### src/rtl/goldschmidt_div_ctrl.sv
// Goldschmidt single-precision divider sequencer: special cases, operand prescale,
// 2-D factor generation and shared-multiplier time-slicing. Optional: GS_EARLY_EXIT_EN.
module goldschmidt_div_ctrl #(
  parameter int ITERS = 4
) (
  input  logic        clk,
  input  logic        rst_n,
  input  logic        start,
  input  logic [31:0] dividend,
  input  logic [31:0] divisor,
  output logic        busy,
  output logic        done,
  output logic [31:0] quotient,
  output logic        div_by_zero,
  output logic        invalid,
  output logic        mul_req,
  output logic [31:0] mul_a,
  output logic [31:0] mul_b,
  input  logic        mul_ack,
  input  logic [31:0] mul_y
);

  typedef enum logic [2:0] {
    S_IDLE, S_PRESCALE, S_FACTOR, S_MUL_N, S_MUL_D, S_DONE
  } state_e;

  localparam logic [31:0] QNAN   = 32'h7FC00000;
  localparam logic [31:0] ONE    = 32'h3F800000;
  localparam logic [3:0]  ITERS_C = 4'(ITERS);

  state_e      state_q, state_d;
  logic [3:0]  cnt_q, cnt_d;
  logic [31:0] quotient_q, quotient_d;
  logic        dbz_q, dbz_d, inv_q, inv_d;
  logic        mul_req_q, mul_req_d;
  logic [31:0] mul_a_q, mul_a_d, mul_b_q, mul_b_d;
  logic [31:0] n_r_q, n_r_d, d_r_q, d_r_d, f_q, f_d;

  // F = 2 - D_r for D_r in [0.5, 1), rounded to nearest-even; D_r == 1.0 gives F == 1.0.
  function automatic logic [31:0] rnd_factor(input logic [30:0] d);
    logic [23:0] r;
    logic [22:0] m;
    if (d[30:23] != 8'd126) return ONE;
    r = 24'd0 - {1'b1, d[22:0]};
    m = r[23:1] + 23'(r[0] & r[1]);
    return {1'b0, 8'd127, m};
  endfunction

  logic              sgn_in, sgn_r;
  logic              n_zero, n_inf, n_nan, d_zero, d_inf, d_nan;
  logic signed [9:0] exp_w;
  logic [3:0]        cnt_nxt;
  logic              exit_now;

  always_comb begin
    state_d    = state_q;
    cnt_d      = cnt_q;
    quotient_d = quotient_q;
    dbz_d      = dbz_q;
    inv_d      = inv_q;
    mul_req_d  = mul_req_q;
    mul_a_d    = mul_a_q;
    mul_b_d    = mul_b_q;
    n_r_d      = n_r_q;
    d_r_d      = d_r_q;
    f_d        = f_q;
    exit_now   = 1'b0;
    cnt_nxt    = cnt_q + 4'd1;

    sgn_in = dividend[31] ^ divisor[31];
    n_zero = (dividend[30:23] == 8'd0);
    n_inf  = (dividend[30:23] == 8'hFF) && (dividend[22:0] == 23'd0);
    n_nan  = (dividend[30:23] == 8'hFF) && (dividend[22:0] != 23'd0);
    d_zero = (divisor[30:23] == 8'd0);
    d_inf  = (divisor[30:23] == 8'hFF) && (divisor[22:0] == 23'd0);
    d_nan  = (divisor[30:23] == 8'hFF) && (divisor[22:0] != 23'd0);

    sgn_r = n_r_q[31] ^ d_r_q[31];
    exp_w = $signed({2'b00, n_r_q[30:23]}) - $signed({2'b00, d_r_q[30:23]}) + 10'sd126;

    case (state_q)
      S_IDLE: begin
        if (start) begin
          n_r_d = dividend;
          d_r_d = divisor;
          dbz_d = 1'b0;
          inv_d = 1'b0;
          state_d = S_DONE;
          if (n_nan || d_nan || (n_zero && d_zero) || (n_inf && d_inf)) begin
            quotient_d = QNAN;
            inv_d      = 1'b1;
          end else if (n_inf) begin
            quotient_d = {sgn_in, 8'hFF, 23'd0};
          end else if (d_zero) begin
            quotient_d = {sgn_in, 8'hFF, 23'd0};
            dbz_d      = 1'b1;
          end else if (n_zero || d_inf) begin
            quotient_d = {sgn_in, 31'd0};
          end else begin
            state_d = S_PRESCALE;
          end
        end
      end
      S_PRESCALE: begin
        d_r_d = {1'b0, 8'd126, d_r_q[22:0]};
        if (exp_w >= 10'sd255) begin
          quotient_d = {sgn_r, 8'hFF, 23'd0};
          state_d    = S_DONE;
        end else if (exp_w <= 10'sd0) begin
          quotient_d = {sgn_r, 31'd0};
          state_d    = S_DONE;
        end else begin
          n_r_d   = {sgn_r, exp_w[7:0], n_r_q[22:0]};
          cnt_d   = 4'd0;
          state_d = S_FACTOR;
        end
      end
      S_FACTOR: begin
        // Operands for the numerator product are registered here so they are stable on entry to MUL_N.
        f_d       = rnd_factor(d_r_q[30:0]);
        mul_req_d = 1'b1;
        mul_a_d   = n_r_q;
        mul_b_d   = rnd_factor(d_r_q[30:0]);
        state_d   = S_MUL_N;
      end
      S_MUL_N: begin
        if (mul_ack) begin
          n_r_d   = mul_y;
          mul_a_d = d_r_q;
          mul_b_d = f_q;
          state_d = S_MUL_D;
        end
      end
      S_MUL_D: begin
        if (mul_ack) begin
          d_r_d     = mul_y;
          cnt_d     = cnt_nxt;
          mul_req_d = 1'b0;
`ifdef GS_EARLY_EXIT_EN
          exit_now  = (cnt_nxt == ITERS_C) || (mul_y == ONE);
`else
          exit_now  = (cnt_nxt == ITERS_C);
`endif
          if (exit_now) begin
            quotient_d = n_r_q;
            state_d    = S_DONE;
          end else begin
            state_d = S_FACTOR;
          end
        end
      end
      S_DONE:  state_d = S_IDLE;
      default: state_d = S_IDLE;
    endcase
  end

  always_ff @(posedge clk or negedge rst_n) begin
    if (!rst_n) begin
      state_q    <= S_IDLE;
      cnt_q      <= 4'd0;
      quotient_q <= 32'd0;
      dbz_q      <= 1'b0;
      inv_q      <= 1'b0;
      mul_req_q  <= 1'b0;
      mul_a_q    <= 32'd0;
      mul_b_q    <= 32'd0;
    end else begin
      state_q    <= state_d;
      cnt_q      <= cnt_d;
      quotient_q <= quotient_d;
      dbz_q      <= dbz_d;
      inv_q      <= inv_d;
      mul_req_q  <= mul_req_d;
      mul_a_q    <= mul_a_d;
      mul_b_q    <= mul_b_d;
    end
  end

  // Working operands are pure data; their contents are meaningless until a division starts.
  always_ff @(posedge clk) begin
    n_r_q <= n_r_d;
    d_r_q <= d_r_d;
    f_q   <= f_d;
  end

  assign busy        = (state_q != S_IDLE);
  assign done        = (state_q == S_DONE);
  assign quotient    = quotient_q;
  assign div_by_zero = dbz_q;
  assign invalid     = inv_q;
  assign mul_req     = mul_req_q;
  assign mul_a       = mul_a_q;
  assign mul_b       = mul_b_q;

endmodule

### config.mk
export PLATFORM = sky130hd
export DESIGN_NAME = goldschmidt_div_ctrl
export DESIGN_NICKNAME = d
export VERILOG_FILES = /design/src/rtl/goldschmidt_div_ctrl.sv
export SDC_FILE = /design/constraint.sdc
export NUM_CORES = 1
export LEC_CHECK = 0
export ABC_AREA = 1
export ABC_CLOCK_PERIOD_IN_PS = 3700
export CORE_UTILIZATION = 53
export CTS_CLUSTER_DIAMETER = 40
export DETAILED_ROUTE_END_ITERATION = 8
export PLACE_DENSITY = 0.89
export SYNTH_ARGS = -nofsm -noshare
export SYNTH_HDL_FRONTEND = slang
export SYNTH_SLANG_ARGS = --single-unit
### constraint.sdc
create_clock -name clk -period 3.7 [get_ports clk]
set_input_delay 0.74 -clock clk [delete_from_list [all_inputs] [get_ports clk]]
set_output_delay 0.74 -clock clk [all_outputs]
set_load 0.005 [all_outputs]
==> metrics.md, run 1 <==
| Metric | Value |
|---|---|
| Initial core utilization | `0.541` |
| Via-to-Cell Ratio | `5.65` |
| Worst skew pair latency | `0.45 ns` |
| Clk buf depth | `2` |
| Worst Hold Slack | `0.442 ns` |
| Sequential area share after synthesis | `0.480` |
| Register bit total from synthesis | `185` |
| CP max-delay cell | `fa_1` |
| Post-Place Worst Slack | `0.109 ns` |
| First-pass GRT wire length | `50,500 microns` |
| CTS H-Tree Depth | `4` |
| Yosys cell types | `49` |
| Sw Share | `0.455` |
| Final period util | `0.928` |
| TritonRoute pass-1 iters | `6` |
| Seq pwr share | `0.334` |
| Top cells by area, synth | `edfxtp_1 (25%), dfrtp_1 (23%), nand2_1 (14%), inv_1 (5.8%), nor2_1 (5.1%)` |
| Die X | `143 microns` |
| Area Overhead vs Synth | `26.3%` |
| # Max-Cap Violations | `0` |
| Peak supply drop | `0.000517 V` |
| Antenna cells | `0` |
| Routed Wire Length | `32,300 microns` |
| Min Tclk post-route | `3.43 ns` |
| Clock root cell | `clkbuf_16` |
| 1st-iter DRT viols | `1,322` |
| P_int | `6.26 mW` |
| CTS tree | `yes` |
| Die area | `20,500 sq um` |
| Worst-path clk slew | `0.07 ns` |
| Post-CTS Setup Inserts | `0` |
| Largest area contributor in the netlist | `edfxtp_1` |
| Number of synthesized flops with an enable pin | `87` |
| Via count | `10,203` |
| Layout cells sized above 1 | `0.0655` |
| Crit Path Max Fanout | `9` |
| Die Ht | `143 microns` |
| Clock power share | `0.163` |
| Rows | `51` |
| Crit path DAT | `3.58 ns` |
| Ports | `201` |
| Post-DR wirelength/cell | `17.9 microns` |
| Final WS setup | `0.266 ns` |
| Final nets | `1,642` |
| Post-synth top area share | `0.247` |
| Num CTS Buffers | `17` |
| Fin. Hold Viols | `0` |
| Async set-reset flop share out of synthesis | `0.530` |
| Vias in the first global route | `9,341` |
| FMAX | `291 MHz` |
| Hold WC Path Type | `input pin to async pin` |
| IO Port Bufs | `198` |
| Slew margin rel. | `0.344` |
| Crit-path most repeated cell | `nand2_1` |
| Hold_buf cts | `0` |
| Mean Syn Cell Area | `7.83 sq um` |
| Critical Path RT | `3.85 ns` |
| Power per cell area | `862 nW/um^2` |
| Crit Path Category | `register to register` |
| GR Util All Layers | `0.328` |
| Fillers | `1,591` |
| Final setup vio count | `0` |
| Post-DP HPWL | `24,500 microns` |
| RSZ-0062 raised after global routing | `no` |
| Warnings from Yosys | `0` |
| Post-route DRC violation count | `0` |
| Placer Congestion | `0.961` |
| Final Skew | `0.00976 ns` |
| Setup TNS | `0 ns` |
| Post-cts repair resize count | `0` |
| Measured slew at the worst slew-check pin | `0.984 ns` |
| Reported net switching power | `5.24 mW` |
| P_leak | `6.20 nW` |
| Initial antenna violation count | `1` |
| Slowest Stage Delay on Critical Path | `0.57 ns` |
| Commonest cells post-synth | `nand2_1 (385), inv_1 (163), nor2_1 (143)` |
| Routed Antenna Nets | `0` |
| Worst setup SP type | `register` |
| Pin count of the biggest net entering global routing | `77` |
| CP Cell Sequence | `inv_1 -> ha_1 -> inv_1 -> fa_1 -> inv_1 -> ha_1 -> nand3_1 -> nor2_2 -> nand3_1 -> nand2_1 -> nand2_1 -> nand2_1 -> nand3_1 -> nand2_1 -> nor3b_1 -> buf_4` |
| Total grt overflow | `0` |
| Syn Inst Count | `1,349` |
| Total clock sinks | `185` |
| Main synth FF type | `dfrtp_1` |
| Final slew viol count | `0` |
| Crit. End Element | `register` |
| Synth Cell Area | `10,600 sq um` |
| Core area | `19,500 sq um` |
| Comb power frac | `0.503` |
| Top-count cell post-synth | `nand2_1` |
| Status | `completed` |
-- cells in the final DEF (no fill, tap or decap), drive strengths merged, types with 2 or more instances in the layout --
cell	count
clkinvlp	2
clkinv	5
clkdlybuf4s50	197
or2	2
nor3	17
dfrtp	98
conb	2
bufinv	2
buf	18
a21oi	29
ha	12
o221ai	8
a22oi	5
nor3b	2
nor2	164
edfxtp	87
nand4	24
xnor2	2
inv	177
nand2	391
xor2	6
nor4	6
clkbuf	19
o21ai	106
nand3	92
and3	2
o22ai	33
mux2i	2
nand3b	26
-- final timing paths --
| kind | start | endpoint | slack, ns | cells past startpoint |
|---|---|---|---|---|
| max | n_r_q[23] | n_r_q[27] | 0.27 | 16 |
| min | rst_n | mul_b[10] | 0.44 | 1 |
| max reg2reg | n_r_q[23] | n_r_q[27] | 0.27 | 16 |
| min reg2reg | mul_b[6] | mul_b[6] | 0.48 | 2 |
| max in group asynchronous | rst_n | mul_b[18] | 2.36 | 2 |
| min in group clk | mul_b[6] | mul_b[6] | 0.48 | 2 |
-- sequential cells by signal, summed over array words and instances (netlist names) --
register	count
state_q	3
f_q	23
quotient	32
mul_a	32
div_by_zero	1
d_r_q	32
mul_b	24
mul_req	1
cnt_q	4
invalid	1
n_r_q	32
-- cell families (layout without fill, tap and decap cells) --
family                   count (synthesis)  count (layout)  synth area share
XOR/XNOR                                 8               8           0.00664
AO/OA/AOI/OAI                          185             185            0.0973
AND/OR/NAND/NOR                        727             727             0.309
buffers and inverters                  228             420            0.0895
flip-flops                             185             185             0.480
adder cells (fa/ha/maj)                 13              13            0.0161
multiplexers                             2               2           0.00190
other                                    1               2          0.000355
-- power groups by stage --
stage | sequential (mW) | clock (mW) | combinational, mW
global route | 3.90 | 1.94 | 6.38
finish | 3.84 | 1.87 | 5.78
CTS | 3.81 | 1.87 | 5.70
floorplan | 3.60 | 0 | 3.64
detailed placement | 3.85 | 0 | 5.65
global placement | 3.83 | 0 | 5.46
-- critical path, delay by kind of cell, from the launching register on --
kind | cells | cell delay [ns]
adder cells (fa/ha/maj) | 3 | 0.92
buffers and inverters | 4 | 0.48
flip-flops | 1 | 0.45
AND/OR/NAND/NOR | 9 | 1.32
-- final cells by class --
cell class	instances	area [sq um]	area share
clock buffers	19	433	0.0325
clock inverters	13	160	0.0120
inverters	173	649	0.0487
multi-input cells	937	4570	0.343
flip-flops and latches	185	5060	0.380
well taps	265	332	0.0249
repair buffers	215	2120	0.159
-- per-stage QoR --
step / total power, mW / cells / util / area [sq um]
after CTS: 11.4 / 1807 / 0.683 / 13300
after detailed placement: 9.49 / 1775 / 0.652 / 12700
after global placement: 9.29 / 1775 / 0.652 / 12700
after global routing: 12.2 / 1807 / 0.683 / 13300
after floorplan: 7.23 / 1350 / - / 10600
final: 11.5 / 1807 / 0.683 / 13300
-- routing by layer --
layer / vias to the layer above / global-route usage / share of wire
li1: 4768 / - / -
met1: 4719 / 0.474 / 0.42
met2: 650 / 0.485 / 0.43
met3: 66 / 0.0651 / 0.12
met4: 0 / 0.121 / 0.025
met5: - / 0 / 0
Power figures use the tool's default switching activity.
==> run 2: changes to the inputs <==
--- a/config.mk
+++ b/config.mk
@@ -6,11 +6,11 @@
 export NUM_CORES = 1
 export LEC_CHECK = 0
 export ABC_AREA = 1
-export ABC_CLOCK_PERIOD_IN_PS = 3700
-export CORE_UTILIZATION = 53
+export ABC_CLOCK_PERIOD_IN_PS = 4250
+export CORE_UTILIZATION = 56
 export CTS_CLUSTER_DIAMETER = 40
 export DETAILED_ROUTE_END_ITERATION = 8
-export PLACE_DENSITY = 0.89
+export PLACE_DENSITY = 0.93
 export SYNTH_ARGS = -nofsm -noshare
 export SYNTH_HDL_FRONTEND = slang
 export SYNTH_SLANG_ARGS = --single-unit
==> constraint.sdc (replaced) <==
create_clock -name clk -period 4.25 [get_ports clk]
set_input_delay 0.6375 -clock clk [delete_from_list [all_inputs] [get_ports clk]]
set_output_delay 0.6375 -clock clk [all_outputs]
set_load 0.005 [all_outputs]
==> metrics.md, run 2 (synthesis gave the netlist of run 1 again) <==
| Metric | Value |
|---|---|
| Status | `completed` |
| Via-to-Cell Ratio | `5.86` |
| Clock power share | `0.158` |
| Final WS setup | `0.674 ns` |
| Routed Wire Length | `32,400 microns` |
| Post-route DRC violation count | `0` |
| Post-cts repair resize count | `0` |
| Total grt overflow | `0` |
| Critical Path RT | `4.62 ns` |
| Reported net switching power | `4.61 mW` |
| Vias in the first global route | `9,715` |
| Hold WC Path Type | `input pin to async pin` |
| Rows | `49` |
| Die area | `19,400 sq um` |
| Post-DP Area | `12,700 sq um` |
| Peak supply drop | `0.000586 V` |
| Worst reg2reg endpoint | `quotient[10]` |
| Initial core utilization | `0.580` |
| TritonRoute pass-1 iters | `6` |
| Reg2Reg Depth | `16` |
| Worst skew pair latency | `0.45 ns` |
| IO Port Bufs | `198` |
| Final period util | `0.841` |
| Final setup vio count | `0` |
| Via count | `10,362` |
| Die X | `139 microns` |
| Slew margin rel. | `0.376` |
| Crit path DAT | `3.95 ns` |
| Post-CTS Setup Inserts | `0` |
| Crit Path Max Fanout | `34` |
| Crit. End Element | `register` |
| Measured slew at the worst slew-check pin | `0.936 ns` |
| Flop-to-flop setup slack | `0.67 ns` |
| Num CTS Buffers | `17` |
| Power per cell area | `751 nW/um^2` |
| CTS tree | `yes` |
| Min Tclk post-route | `3.58 ns` |
| Post-Place Worst Slack | `0.574 ns` |
| Final nets | `1,639` |
| Hold_buf cts | `0` |
| Final slew viol count | `0` |
| Die Ht | `139 microns` |
| Comb power frac | `0.504` |
| Worst-path clk slew | `0.07 ns` |
| Most common cell after layout, fill and taps aside | `nand2_1` |
| # placed instances | `1,736` |
| Final Skew | `0.0113 ns` |
| Worst Hold Slack | `0.334 ns` |
| Worst flop-to-flop path startpoint | `n_r_q[23]` |
| Post-DR wirelength/cell | `18.3 microns` |
| Area Overhead vs Synth | `25.4%` |
| P_leak | `6.18 nW` |
| Placer Congestion | `0.964` |
| GR Util All Layers | `0.340` |
| P_int | `5.33 mW` |
| 1st-iter DRT viols | `1,283` |
| Crit Path Category | `register to register` |
| Fin cells | `1,769` |
| Setup TNS | `0 ns` |
| Worst setup SP type | `register` |
| Clk buf depth | `2` |
| Clock root cell | `clkbuf_16` |
| Most frequent cells in the layout | `nand2_1 (385), clkdlybuf4s50_1 (197), inv_1 (163)` |
| Routed Antenna Nets | `0` |
| First-pass GRT wire length | `50,800 microns` |
| Final Instance Area | `13,200 sq um` |
| CTS H-Tree Depth | `4` |
| Layout cells sized above 1 | `0.0643` |
| Pin count of the biggest net entering global routing | `71` |
| Ports | `201` |
| FMAX | `280 MHz` |
| Core area | `18,200 sq um` |
| # Max-Cap Violations | `0` |
| Total clock sinks | `185` |
| Post-DP HPWL | `24,300 microns` |
| Sw Share | `0.464` |
| Initial antenna violation count | `1` |
| RSZ-0062 raised after global routing | `no` |
| Fin. Hold Viols | `0` |
| Seq pwr share | `0.338` |
==> run 2: changes by cell type in the layout (fill, tap and decap cells not counted), sizes merged <==
cell and change:
inv +2, clkbuf -2, buf -3, clkinv +3, diode +1, bufinv -2
clkinvlp -1
==> run 2: per-layer routing <==
metal	routed length, microns	part of all wire	track usage	vias up
met5	0	0	0	-
met4	843	0.026	0.119	0
met3	4040	0.12	0.0833	84
met2	14300	0.44	0.521	714
met1	13200	0.41	0.472	4799
li1	-	-	-	4765
==> run 2: worst max-delay path: stages, from the launching register on <==
cell      delay (ns)
edfxtp_1        0.47
inv_1           0.09
ha_1            0.14
inv_1           0.06
fa_1            0.57
inv_1           0.10
ha_1            0.23
nand3_1         0.11
nor2_2          0.16
nand3_1         0.11
nand2_1         0.09
nand2_1         0.07
nand2_1         0.13
nand4_4         0.45
nand2_4         0.48
nand2_1         0.09
nand2_1         0.12
==> run 2: how the worst max path moves through the flow <==
stage                     start            to  slack [ns]  cells past startpoint
finish                n_r_q[23]  quotient[10]        0.67                     16
CTS                   n_r_q[23]  quotient[24]        0.71                     16
global route          n_r_q[23]  quotient[16]        0.38                     16
global placement    dividend[3]  quotient[23]        0.77                     11
detailed placement  dividend[3]  quotient[24]        0.57                     11
floorplan            state_q[2]     mul_a[13]        0.84                      6
==> run 2: cell type report <==
type / count / area, sq um
Tap cell: 229 / 287
Antenna cell: 1 / 2.50
Sequential cell: 185 / 5060
Fill cell: 1368 / 4970
Inverter: 173 / 649
Clock buffer: 17 / 425
Multi-Input combinational cell: 937 / 4570
Clock inverter: 15 / 153
Timing Repair Buffer: 212 / 2080
==> run 2: through the flow <==
step	power, mW	utilization
4_1_cts	9.82	0.727
2_1_floorplan	6.30	-
6_report	9.95	0.727
3_3_place_gp	8.05	0.695
5_1_grt	10.6	0.727
3_5_place_dp	8.23	0.695
==> run 2: power groups by stage <==
stage | Sequential [mW] | Combinational [mW] | Clock [mW]
final | 3.36 | 5.02 | 1.57
after global routing | 3.40 | 5.52 | 1.64
after CTS | 3.32 | 4.93 | 1.57
after detailed placement | 3.34 | 4.89 | 0
after global placement | 3.33 | 4.72 | 0
after floorplan | 3.13 | 3.17 | 0
==> run 3: changes to the inputs <==
--- a/config.mk
+++ b/config.mk
@@ -6,11 +6,11 @@
 export NUM_CORES = 1
 export LEC_CHECK = 0
 export ABC_AREA = 1
-export ABC_CLOCK_PERIOD_IN_PS = 4250
-export CORE_UTILIZATION = 56
+export ABC_CLOCK_PERIOD_IN_PS = 3100
+export CORE_UTILIZATION = 48
 export CTS_CLUSTER_DIAMETER = 40
 export DETAILED_ROUTE_END_ITERATION = 8
-export PLACE_DENSITY = 0.93
+export PLACE_DENSITY = 0.86
 export SYNTH_ARGS = -nofsm -noshare
 export SYNTH_HDL_FRONTEND = slang
 export SYNTH_SLANG_ARGS = --single-unit
==> constraint.sdc (replaced) <==
create_clock -name clk -period 3.1 [get_ports clk]
set_input_delay 0.465 -clock clk [delete_from_list [all_inputs] [get_ports clk]]
set_output_delay 0.465 -clock clk [all_outputs]
set_load 0.005 [all_outputs]
==> metrics.md, run 3 (synthesis gave the netlist of run 1 again) <==
| Metric | Value |
|---|---|
| IO Port Bufs | `198` |
| Initial antenna violation count | `0` |
| Reg area | `5060 sq um` |
| Most common cell after layout, fill and taps aside | `nand2_1` |
| Critical path launch point | `n_r_q[23]` |
| Total grt overflow | `0` |
| Peak supply drop | `0.000819 V` |
| First-pass GRT wire length | `50,600 microns` |
| Clk buf depth | `2` |
| Final slew viol count | `0` |
| Rows | `53` |
| Area of the multi-input gates | `4690 sq um` |
| Crit Path Category | `register to register` |
| 1st-iter DRT viols | `1,007` |
| Total Power | `14.9 mW` |
| Vias in the first global route | `9,327` |
| Initial core utilization | `0.496` |
| GR Util All Layers | `0.297` |
| Post-DP Area | `12,900 sq um` |
| Final Skew | `0.00907 ns` |
| Num CTS Buffers | `17` |
| FMAX | `336 MHz` |
| CTS H-Tree Depth | `4` |
| Placer Congestion | `0.937` |
| Layout cells sized above 1 | `0.0966` |
| Final Instance Area | `13,800 sq um` |
| CTS tree | `yes` |
| Crit path DAT | `3.31 ns` |
| Final period util | `0.961` |
| # Max-Cap Violations | `0` |
| Hold WC Path Type | `input pin to async pin` |
| Routed Wire Length | `33,000 microns` |
| Crit. End Element | `register` |
| Post-DP HPWL | `25,000 microns` |
| Post-DR wirelength/cell | `17.9 microns` |
| Die X | `150 microns` |
| Hold_buf cts | `0` |
| Setup TNS | `0 ns` |
| Status | `completed` |
| Routed Antenna Nets | `0` |
| Measured slew at the worst slew-check pin | `1.21 ns` |
| Fillers | `1,749` |
| Final nets | `1,674` |
| Area Overhead vs Synth | `30.6%` |
| Critical Path RT | `3.43 ns` |
| Pin count of the biggest net entering global routing | `71` |
| Clock root cell | `clkbuf_16` |
| Most frequent cells in the layout | `nand2_1 (377), clkdlybuf4s50_1 (197), inv_1 (161)` |
| Worst flop-to-flop path startpoint | `n_r_q[23]` |
| Total clock sinks | `185` |
| Ports | `201` |
| Via-to-Cell Ratio | `5.56` |
| Final setup vio count | `0` |
| Antenna cells | `0` |
| Die Ht | `150 microns` |
| Via count | `10,272` |
| Worst skew pair latency | `0.44 ns` |
| Min Tclk post-route | `2.98 ns` |
| Crit Path Max Fanout | `16` |
| P_leak | `6.41 nW` |
| Worst-path clk slew | `0.07 ns` |
| Fin. Hold Viols | `0` |
| TritonRoute pass-1 iters | `6` |
| Post-route DRC violation count | `0` |
| Core area | `21,300 sq um` |
| Power per cell area | `1080 nW/um^2` |
| Slew margin rel. | `0.189` |
| Worst setup SP type | `register` |
| Die area | `22,600 sq um` |
## run 3: stage by stage
step	hold WS, ns	util	setup slack [ns]	std cells
floorplan	0.169	-	0.0251	1350
global placement	0.456	0.608	-0.0715	1805
detailed placement	0.464	0.608	-0.221	1805
CTS	0.0984	0.639	0.00643	1841
global route	0.146	0.648	-0.0474	1849
finish	0.0955	0.648	0.120	1849
## run 3: cell type report
| type | count | area share |
|---|---|---|
| Sequential cell | 185 | 0.367 |
| Clock inverter | 14 | 0.0129 |
| Timing Repair Buffer | 245 | 0.175 |
| Clock buffer | 18 | 0.0319 |
| Multi-Input combinational cell | 939 | 0.340 |
| Tap cell | 275 | 0.0250 |
| Inverter | 173 | 0.0471 |
## run 3: worst max-delay path, stage by stage (launching register included)
cell	delay, ns
edfxtp_1	0.40
inv_1	0.07
ha_1	0.15
inv_2	0.05
fa_2	0.57
inv_1	0.08
ha_4	0.23
nor3_2	0.09
nand3_1	0.09
nor2_1	0.12
nand2_1	0.09
nor2_2	0.11
nand2_2	0.07
buf_4	0.14
nand4_4	0.10
buf_12	0.17
nand2_8	0.11
nand2_1	0.12
nand2_1	0.06
## run 3: path summary, 6_finish.rpt
check | end | slack, ns | cells after the start
worst min-delay path | mul_b[9] | 0.1 | 1
worst max register to register | quotient[1] | 0.12 | 18
min in group clk | quotient[22] | 0.48 | 2
worst min register to register | quotient[22] | 0.48 | 2
max in group asynchronous | quotient[27] | 2.19 | 2
worst max-delay path | quotient[1] | 0.12 | 18
## run 3: where the power goes
part	leakage (nW)	switching [mW]	internal [mW]
sequential	2.15	0.824	3.77
combinational	3.95	4.78	3.22
clock	0.308	1.01	1.31
total	6.41	6.61	8.30
## run 3: timing repair
item / 4_1_cts / 5_1_grt
gates resized for setup: 2 / 20
endpoints found under the setup margin: 41 / 49
hold endpoints to repair: 0 / 0
pin swaps: 2 / 5
setup buffers: 4 / 4
gates cloned: 0 / 4
## run 3: metal layers
layer  vias to the layer above  part of all wire  track usage
li1                       4842                 -            -
met1                      4767              0.44        0.436
met2                       607              0.44        0.437
met3                        56              0.10       0.0621
met4                         0             0.022       0.0929
met5                         -                 0            0
